[src/rtl/tlul_main_mem_arbiter.sv]
// Round-robin TL-UL arbiter that hands the single main-memory port to one host per ownership window.
// A window ends on burst limit or idle owner; outstanding responses drain before the next grant.
`timescale 1ns/1ps

package tlul_mm_pkg;
    typedef struct packed {
        logic        a_valid;
        logic [2:0]  a_opcode;
        logic [1:0]  a_size;
        logic [7:0]  a_source;
        logic [31:0] a_address;
        logic [3:0]  a_mask;
        logic [31:0] a_data;
        logic        d_ready;
    } tl_h2d_t;

    typedef struct packed {
        logic        d_valid;
        logic [2:0]  d_opcode;
        logic [1:0]  d_size;
        logic [7:0]  d_source;
        logic [31:0] d_data;
        logic        d_error;
        logic        a_ready;
    } tl_d2h_t;
endpackage

module tlul_main_mem_arbiter
    import tlul_mm_pkg::*;
#(
    parameter int NumHosts       = 3,
    parameter int MaxOutstanding = 4,
    parameter int MaxBurst       = 16
) (
    input  logic                         clk_i,
    input  logic                         rst_i,
    input  tl_h2d_t [NumHosts-1:0]       tl_h_i,
    output tl_d2h_t [NumHosts-1:0]       tl_h_o,
    output tl_h2d_t                      tl_d_o,
    input  tl_d2h_t                      tl_d_i,
    output logic    [NumHosts-1:0]       grant_o,
    output logic                         busy_o,
    output logic                         err_o
);
    localparam int IdxW = $clog2(NumHosts);
    localparam int OutW = $clog2(MaxOutstanding + 1);
    localparam int BurW = $clog2(MaxBurst + 1);

    typedef enum logic [1:0] {IDLE, OWNED, DRAIN} state_e;

    state_e          state, state_nxt;
    logic [IdxW-1:0] owner, owner_nxt, rr_ptr, rr_nxt, pick, cand;
    logic [OutW-1:0] outstanding, out_nxt;
    logic [BurW-1:0] burst, burst_nxt;
    logic            pick_ok;
    logic            routed, has_out, a_open, a_beat, d_beat;
    tl_h2d_t         own_req;

    assign own_req = tl_h_i[owner];
    assign routed  = (state != IDLE);
    assign has_out = (outstanding != '0);
    assign a_open  = (state == OWNED) && (outstanding != OutW'(MaxOutstanding));
    assign a_beat  = a_open && own_req.a_valid && tl_d_i.a_ready;
    assign d_beat  = routed && has_out && tl_d_i.d_valid && own_req.d_ready;
    assign busy_o  = routed;
    // A response with nobody waiting for it is swallowed and flagged.
    assign err_o   = !rst_i && tl_d_i.d_valid && !(routed && has_out);

    always_comb begin
        tl_d_o         = own_req;
        tl_d_o.a_valid = a_open && own_req.a_valid;
        tl_d_o.d_ready = (routed && has_out) ? own_req.d_ready : 1'b1;
    end

    always_comb begin
        for (int h = 0; h < NumHosts; h++) begin
            grant_o[h]         = routed && (owner == IdxW'(h));
            tl_h_o[h]          = tl_d_i;
            tl_h_o[h].d_valid  = grant_o[h] && has_out && tl_d_i.d_valid;
            tl_h_o[h].a_ready  = grant_o[h] && a_open && tl_d_i.a_ready;
        end
    end

    always_comb begin
        pick_ok = 1'b0;
        pick    = owner;
        cand    = '0;
        // Search starts just past the last owner so every host gets a turn.
        for (int k = 1; k <= NumHosts; k++) begin
            cand = IdxW'((int'(rr_ptr) + k) % NumHosts);
            if (!pick_ok && tl_h_i[cand].a_valid) begin
                pick_ok = 1'b1;
                pick    = cand;
            end
        end
    end

    always_comb begin
        state_nxt = state;
        owner_nxt = owner;
        rr_nxt    = rr_ptr;
        burst_nxt = burst;
        out_nxt   = outstanding + OutW'(a_beat) - OutW'(d_beat);
        unique case (state)
            IDLE: begin
                if (pick_ok) begin
                    state_nxt = OWNED;
                    owner_nxt = pick;
                    burst_nxt = '0;
                end
            end
            OWNED: begin
                burst_nxt = burst + BurW'(a_beat);
                if (burst_nxt == BurW'(MaxBurst) || !own_req.a_valid) begin
                    state_nxt = (out_nxt != '0) ? DRAIN : IDLE;
                    rr_nxt    = owner;
                end
            end
            DRAIN: begin
                if (out_nxt == '0) state_nxt = IDLE;
            end
            default: state_nxt = IDLE;
        endcase
    end

    always_ff @(posedge clk_i) begin
        if (rst_i) begin
            state       <= IDLE;
            owner       <= '0;
            rr_ptr      <= IdxW'(NumHosts - 1);
            outstanding <= '0;
            burst       <= '0;
        end else begin
            state       <= state_nxt;
            owner       <= owner_nxt;
            rr_ptr      <= rr_nxt;
            outstanding <= out_nxt;
            burst       <= burst_nxt;
        end
    end
endmodule

[config.mk]
export PLATFORM = sky130hd
export DESIGN_NAME = tlul_main_mem_arbiter
export DESIGN_NICKNAME = d
export VERILOG_FILES = /design/src/rtl/tlul_main_mem_arbiter.sv
export SDC_FILE = /design/constraint.sdc
export NUM_CORES = 1
export LEC_CHECK = 0
export CORE_AREA = 2 2 209 211
export DETAILED_ROUTE_END_ITERATION = 6
export DIE_AREA = 0 0 211 213
export DONT_BUFFER_PORTS = 1
export GPL_ROUTABILITY_DRIVEN = 0
export PLACE_DENSITY = 0.33
export SETUP_SLACK_MARGIN = 0.05
export SLEW_MARGIN = 0
export SYNTH_ARGS = -nofsm -noshare
export SYNTH_HDL_FRONTEND = slang
export SYNTH_SLANG_ARGS = --single-unit
[constraint.sdc]
create_clock -name clk_i -period 2.55 [get_ports clk_i]
set_input_delay 0.3825 -clock clk_i [delete_from_list [all_inputs] [get_ports clk_i]]
set_output_delay 0.3825 -clock clk_i [all_outputs]
set_load 0.01 [all_outputs]
## Word level (Yosys, flattened, before mapping)

Cells that the tools add are included.

- Input bits: 299
- Word-level logic and storage cells: 92
- Output and inout port bits: 232
- Flip-flop bits (word level): 14

- Divide/modulo/power cells: 3
- $add $sub $neg: 6
- Reductions and logical operators: 43
- Equality and inequality tests: 9
- $lt $le $gt $ge: 4
- Muxes and demuxes: 22

Operators by type and width:

| operator | count |
|---|---|
| 83-bit binary-select mux with 2-bit select | 4 |
| 83-bit 2-to-1 mux | 4 |
| 32-bit by 3-bit remainder unit with 32-bit output, second input constant | 3 |
| 1-bit logical AND | 25 |
| 2-bit 2-to-1 mux | 7 |
| 2-bit by 3-bit less-than comparator with 1-bit output, second input constant | 4 |
| 5-bit case mux with 2 select lines | 1 |
| 3-bit nonzero test | 3 |
| 2-bit by 2-bit adder with 3-bit output, second input constant | 2 |
| 2-bit case mux with 3 select lines | 1 |
| 3-bit AND reduction | 2 |
| 5-bit by 1-bit adder with 5-bit output | 1 |
| 5-bit equality test, second input constant | 1 |
| 1-bit zero test | 5 |
| 5-bit 2-to-1 mux | 1 |
| 2-bit by 1-bit equality test with 1-bit output, second input constant | 2 |
| 2-bit equality test, second input constant | 2 |
| 2-bit zero test | 2 |
| 1-bit 2-to-1 mux | 4 |
| 2-bit != test, second input constant | 2 |
| 2-bit AND reduction | 2 |
| 2-bit nonzero test | 2 |
| 2-bit by 1-bit adder with 3-bit output, second input constant | 1 |
| 3-bit by 1-bit adder with 3-bit output | 1 |
| 5 further kinds | 5 |

## Longest topological paths before layout

- Depth in word-level cells: 13
- Mapped depth: 13
- Depth with buffers taken out: 11

## Worst setup path before layout

Ideal clock, no wire load.

- Path kind: register to register
- Start: reg owner[1]
- End: reg state[1]
- Path buffers: 2
- Arrival: 2.636 ns
- Setup time: 0.095 ns
- Setup slack: -0.181 ns
- Clock period less this slack: 2.731 ns
- Required time: 2.455 ns
- Cell stages (with the launch flop): 14
- Path through: dfxtp_1 clkbuf_1 buf_2 mux2i_1 nor2_1 a21oi_1 nor2_1 ha_1 inv_1 ha_1 fa_1 xnor2_1 xnor2_1 a221oi_1

- Cells in the longest elaborated chain, start to end: 10
- Elaborated cells on any way between the ends: 19
- Those cells by class: 3 x add/sub; 3 x eq/ne; 5 x mux; 8 x reduce/logical

RTL lines:

| element | RTL line | text |
|---|---|---|
| start, declared | 52 | `logic [IdxW-1:0] owner, owner_nxt, rr_ptr, rr_nxt, pick, cand;` |
| start signal, assigned | 135 | `owner <= owner_nxt;` |
| 83-bit binary-select mux with 2-bit select * | 59 | `assign own_req = tl_h_i[owner];` |
| 83-bit 2-to-1 mux (not written as such) * | 59 |  |
| 1-bit logical AND (2 in a row) | 63 | `assign a_beat = a_open && own_req.a_valid && tl_d_i.a_ready;` |
| 3-bit by 1-bit adder with 3-bit output | 103 | `out_nxt = outstanding + OutW'(a_beat) - OutW'(d_beat);` |
| 3-bit by 1-bit subtractor with 3-bit output | 103 |  |
| 3-bit nonzero test | 115 | `state_nxt = (out_nxt != '0) ? DRAIN : IDLE;` |
| 2-bit 2-to-1 mux | 115 |  |
| 2-bit 2-to-1 mux | 114 | `if (burst_nxt == BurW'(MaxBurst) \|\| !own_req.a_valid) begin` |
| 2-bit case mux with 3 select lines | 104 | `unique case (state)` |
| end signal, assigned | 134 | `state <= state_nxt;` |
| end, declared | 51 | `state_e state, state_nxt;` |

Every way passes the cells marked *; elsewhere a longest branch is shown, timed or not. The select of a mux whose other input is x is not followed.
A chain may end at the register's enable or synchronous reset.

==> impl_metrics.py <==
metrics = {
    "placement": {
        "place_inst": 952,
        "dpl_cell_area_sq_mm": 0.00355,
        "hpwl_um": 12600,
        "portBuffers": 0,
    },
    "worst_setup_path": {
        "cp-end-kind": "output port",
        "cp_cell_sequence": "buf_12, buf_12, mux2i_1, o21ai_0, buf_4",
        "arrival_ps": 2040,
        "critical_path_buf_inv_count": 3,
        "slowest_stage": "o21ai_0",
        "cp_slowest_stage_delay_ps": 410,
        "critPathKind": "reg2out",
        "cp_common_cell": "buf_12",
        "cp.required_ps": 2170,
        "start_kind": "flop",
        "crit_start": "owner[1]$_SDFFE_PP0P_",
        "r2r_slack_ps": 130,
        "cpLargestDelayFamily": "buffers and inverters",
        "cp_max_fo": 74,
        "rr_startpoint": "owner[1]$_SDFFE_PP0P_",
    },
    "cts": {
        "cts.sinks": 14,
        "holdBufCountCts": 0,
        "ctsHtreeMaxLevel": 1,
        "root_buffer": "clkbuf_16",
        "clk_latency_ps": 240,
        "cts_made_buffers": 3,
        "cts_tree": "done",
        "clkTransAtPathRegs_ps": 50,
        "clk_path_buf_depth": 2,
    },
    "synth": {
        "yosysSeqAreaShare_pct": 7.38,
        "synth_edf_count": 0,
        "synth_common_cells": "buf_4, nand2_1, o21ai_0, mux2i_1, clkbuf_1",
        "synth_area_leaders": "buf_4, mux2i_1, o21ai_0, nand2_1, dfxtp_1",
        "async_reset_ff_share_pct": 0,
        "ys.warnings.count": 0,
        "syn_avg_cell_area_sq_um": 6.86,
        "synth_nets": 860,
        "yosysTopAreaCellShare_pct": 27.3,
        "synth_area_leader_cell": "buf_4",
        "yosys.cell_count.top_type": "buf_4",
        "syn_area_sq_mm": 0.00380,
        "synth_cell_type_count": 45,
        "netlist_instances": 554,
        "ys_seq_elements": 14,
        "ys.flop_type": "dfxtp_1",
    },
    "finish": {
        "stdcell_count": 963,
        "syn2layout_area_growth_pct": -0.0988,
        "fillers": 4957,
        "multi_input_area_sq_mm": 0.00243,
        "stdcell_area_sq_mm": 0.00380,
        "nets": 722,
        "seq_area_sq_um": 285,
        "layout-drive-gt1-share_pct": 15.7,
    },
    "drt": {
        "drt_pass1_iterations": 4,
        "wl_um": 15200,
        "num_vias": 3262,
        "drtAntennaViolNets": 0,
        "drc_errors": 0,
        "viasPerCell": 3.39,
        "post_drt_wl_per_cell_um": 15.8,
        "initialDrtViolationCount": 117,
    },
    "die": {
        "die_h_um": 213,
        "start_util_pct": 8.90,
        "ios": 531,
        "fp.coreArea_sq_mm": 0.0427,
        "die_area_sq_mm": 0.0449,
        "rows": 76,
        "die_w_um": 211,
    },
    "status": {
        "outcome": "finished clean",
    },
    "sta": {
        "max_freq_mhz": 412,
        "skew_ps": 0.914,
        "setup_viol": 0,
        "period_needed_ps": 2420,
        "slew_viol_final": 0,
        "slew_headroom_pct": 45.1,
        "period_share_pct": 95.1,
        "rsz0062_at_grt": "yes",
        "setup-tns-final_ps": 0,
        "tightest_slew_ps": 824,
        "hold_viol": 0,
    },
    "pwr": {
        "p_per_area_mw_per_mm2": 391,
        "p_leak_nw": 0.971,
        "ir_drop_uv": 432,
        "finalPower_mw": 1.48,
    },
    "global_route": {
        "track_usage_pct": 5.66,
        "grt_pass1_vias": 2927,
        "grt_first_pass_wirelength_um": 18800,
        "antenna_found_initial": 3,
        "grt_max_degree": 86,
        "grt.overflow.total": 0,
    },
    "worst_hold_path": {
        "hold_class": "in2reg",
        "worstHoldStart": "rst_i",
    },
    "job": {
        "cap_violations": 0,
    },
}
per-layer routing:
metal	wire, um	vias up	global-route usage, %	share of wire (%)
li1	-	1472	-	-
met1	5190	1436	5.54	34
met2	7660	294	10.5	50
met3	1540	58	1.66	10
met4	813	2	3.40	5.3
met5	12	-	0	0.079
logic make-up (layout without fill, tap and decap cells):
logic type,after synthesis,count (layout),share of synthesized area (%)
compound gates,119,119,17.8
xor+xnor,3,3,0.692
fa+ha+maj,8,8,2.80
buf+inv,184,45,32.1
flops,14,14,7.38
mux,87,87,23.0
other cells,0,2,0
simple gates,139,139,16.2
worst paths after layout:
| kind | end | depth (start not counted) |
|---|---|---|
| setup / recovery | tl_d_o[31] | 5 |
| hold / removal | owner[1]$_SDFFE_PP0P_ | 1 |
| setup reg to reg | state[1]$_SDFFE_PP0P_ | 11 |
| hold reg to reg | burst[0]$_SDFFE_PP0P_ | 2 |
cell type report:
| cell class | instances | area share [%] |
|---|---|---|
| well taps | 546 | 18.0 |
| flip-flops and latches | 14 | 7.51 |
| repair buffers | 30 | 6.92 |
| inverters | 11 | 1.15 |
| diodes | 2 | 0.132 |
| clock buffers | 4 | 2.34 |
| multi-input cells | 356 | 63.9 |
sequential cells by signal (all words and copies together) (netlist names):
signal / flops
burst: 5
owner: 2
rr_ptr: 2
outstanding: 3
state: 2
metrics by stage:
stage	hold WS (ps)	worst slack (ps)	utilization, %
floorplan	454	57.2	-
global placement	452	32.3	8.31
detailed placement	451	1.58	8.31
CTS	196	54.4	8.68
global route	196	31.4	8.89
finish	202	125	8.89
layout by cell type, fill, tap and decap left out, types with 8 or more instances in the layout:
master,instances
nand2_1,86
mux2i_1,81
nor2_1,17
dfxtp_1,12
o21ai_0,86
buf_4,27
a21oi_1,8
inv_1,9
report_power, final:
part	internal [mW]	switching, mW
clock	0.238	0.0916
sequential	0.238	0.0219
combinational	0.331	0.563
repair_timing:
action / 4_1_cts / 5_1_grt
gates cloned: 0 / 0
endpoints found under the setup margin: 1 / 4
setup buffers: 2 / 3
pin swaps: 7 / 6
gates resized for setup: 11 / 11
(Power assumes the default switching activity.)
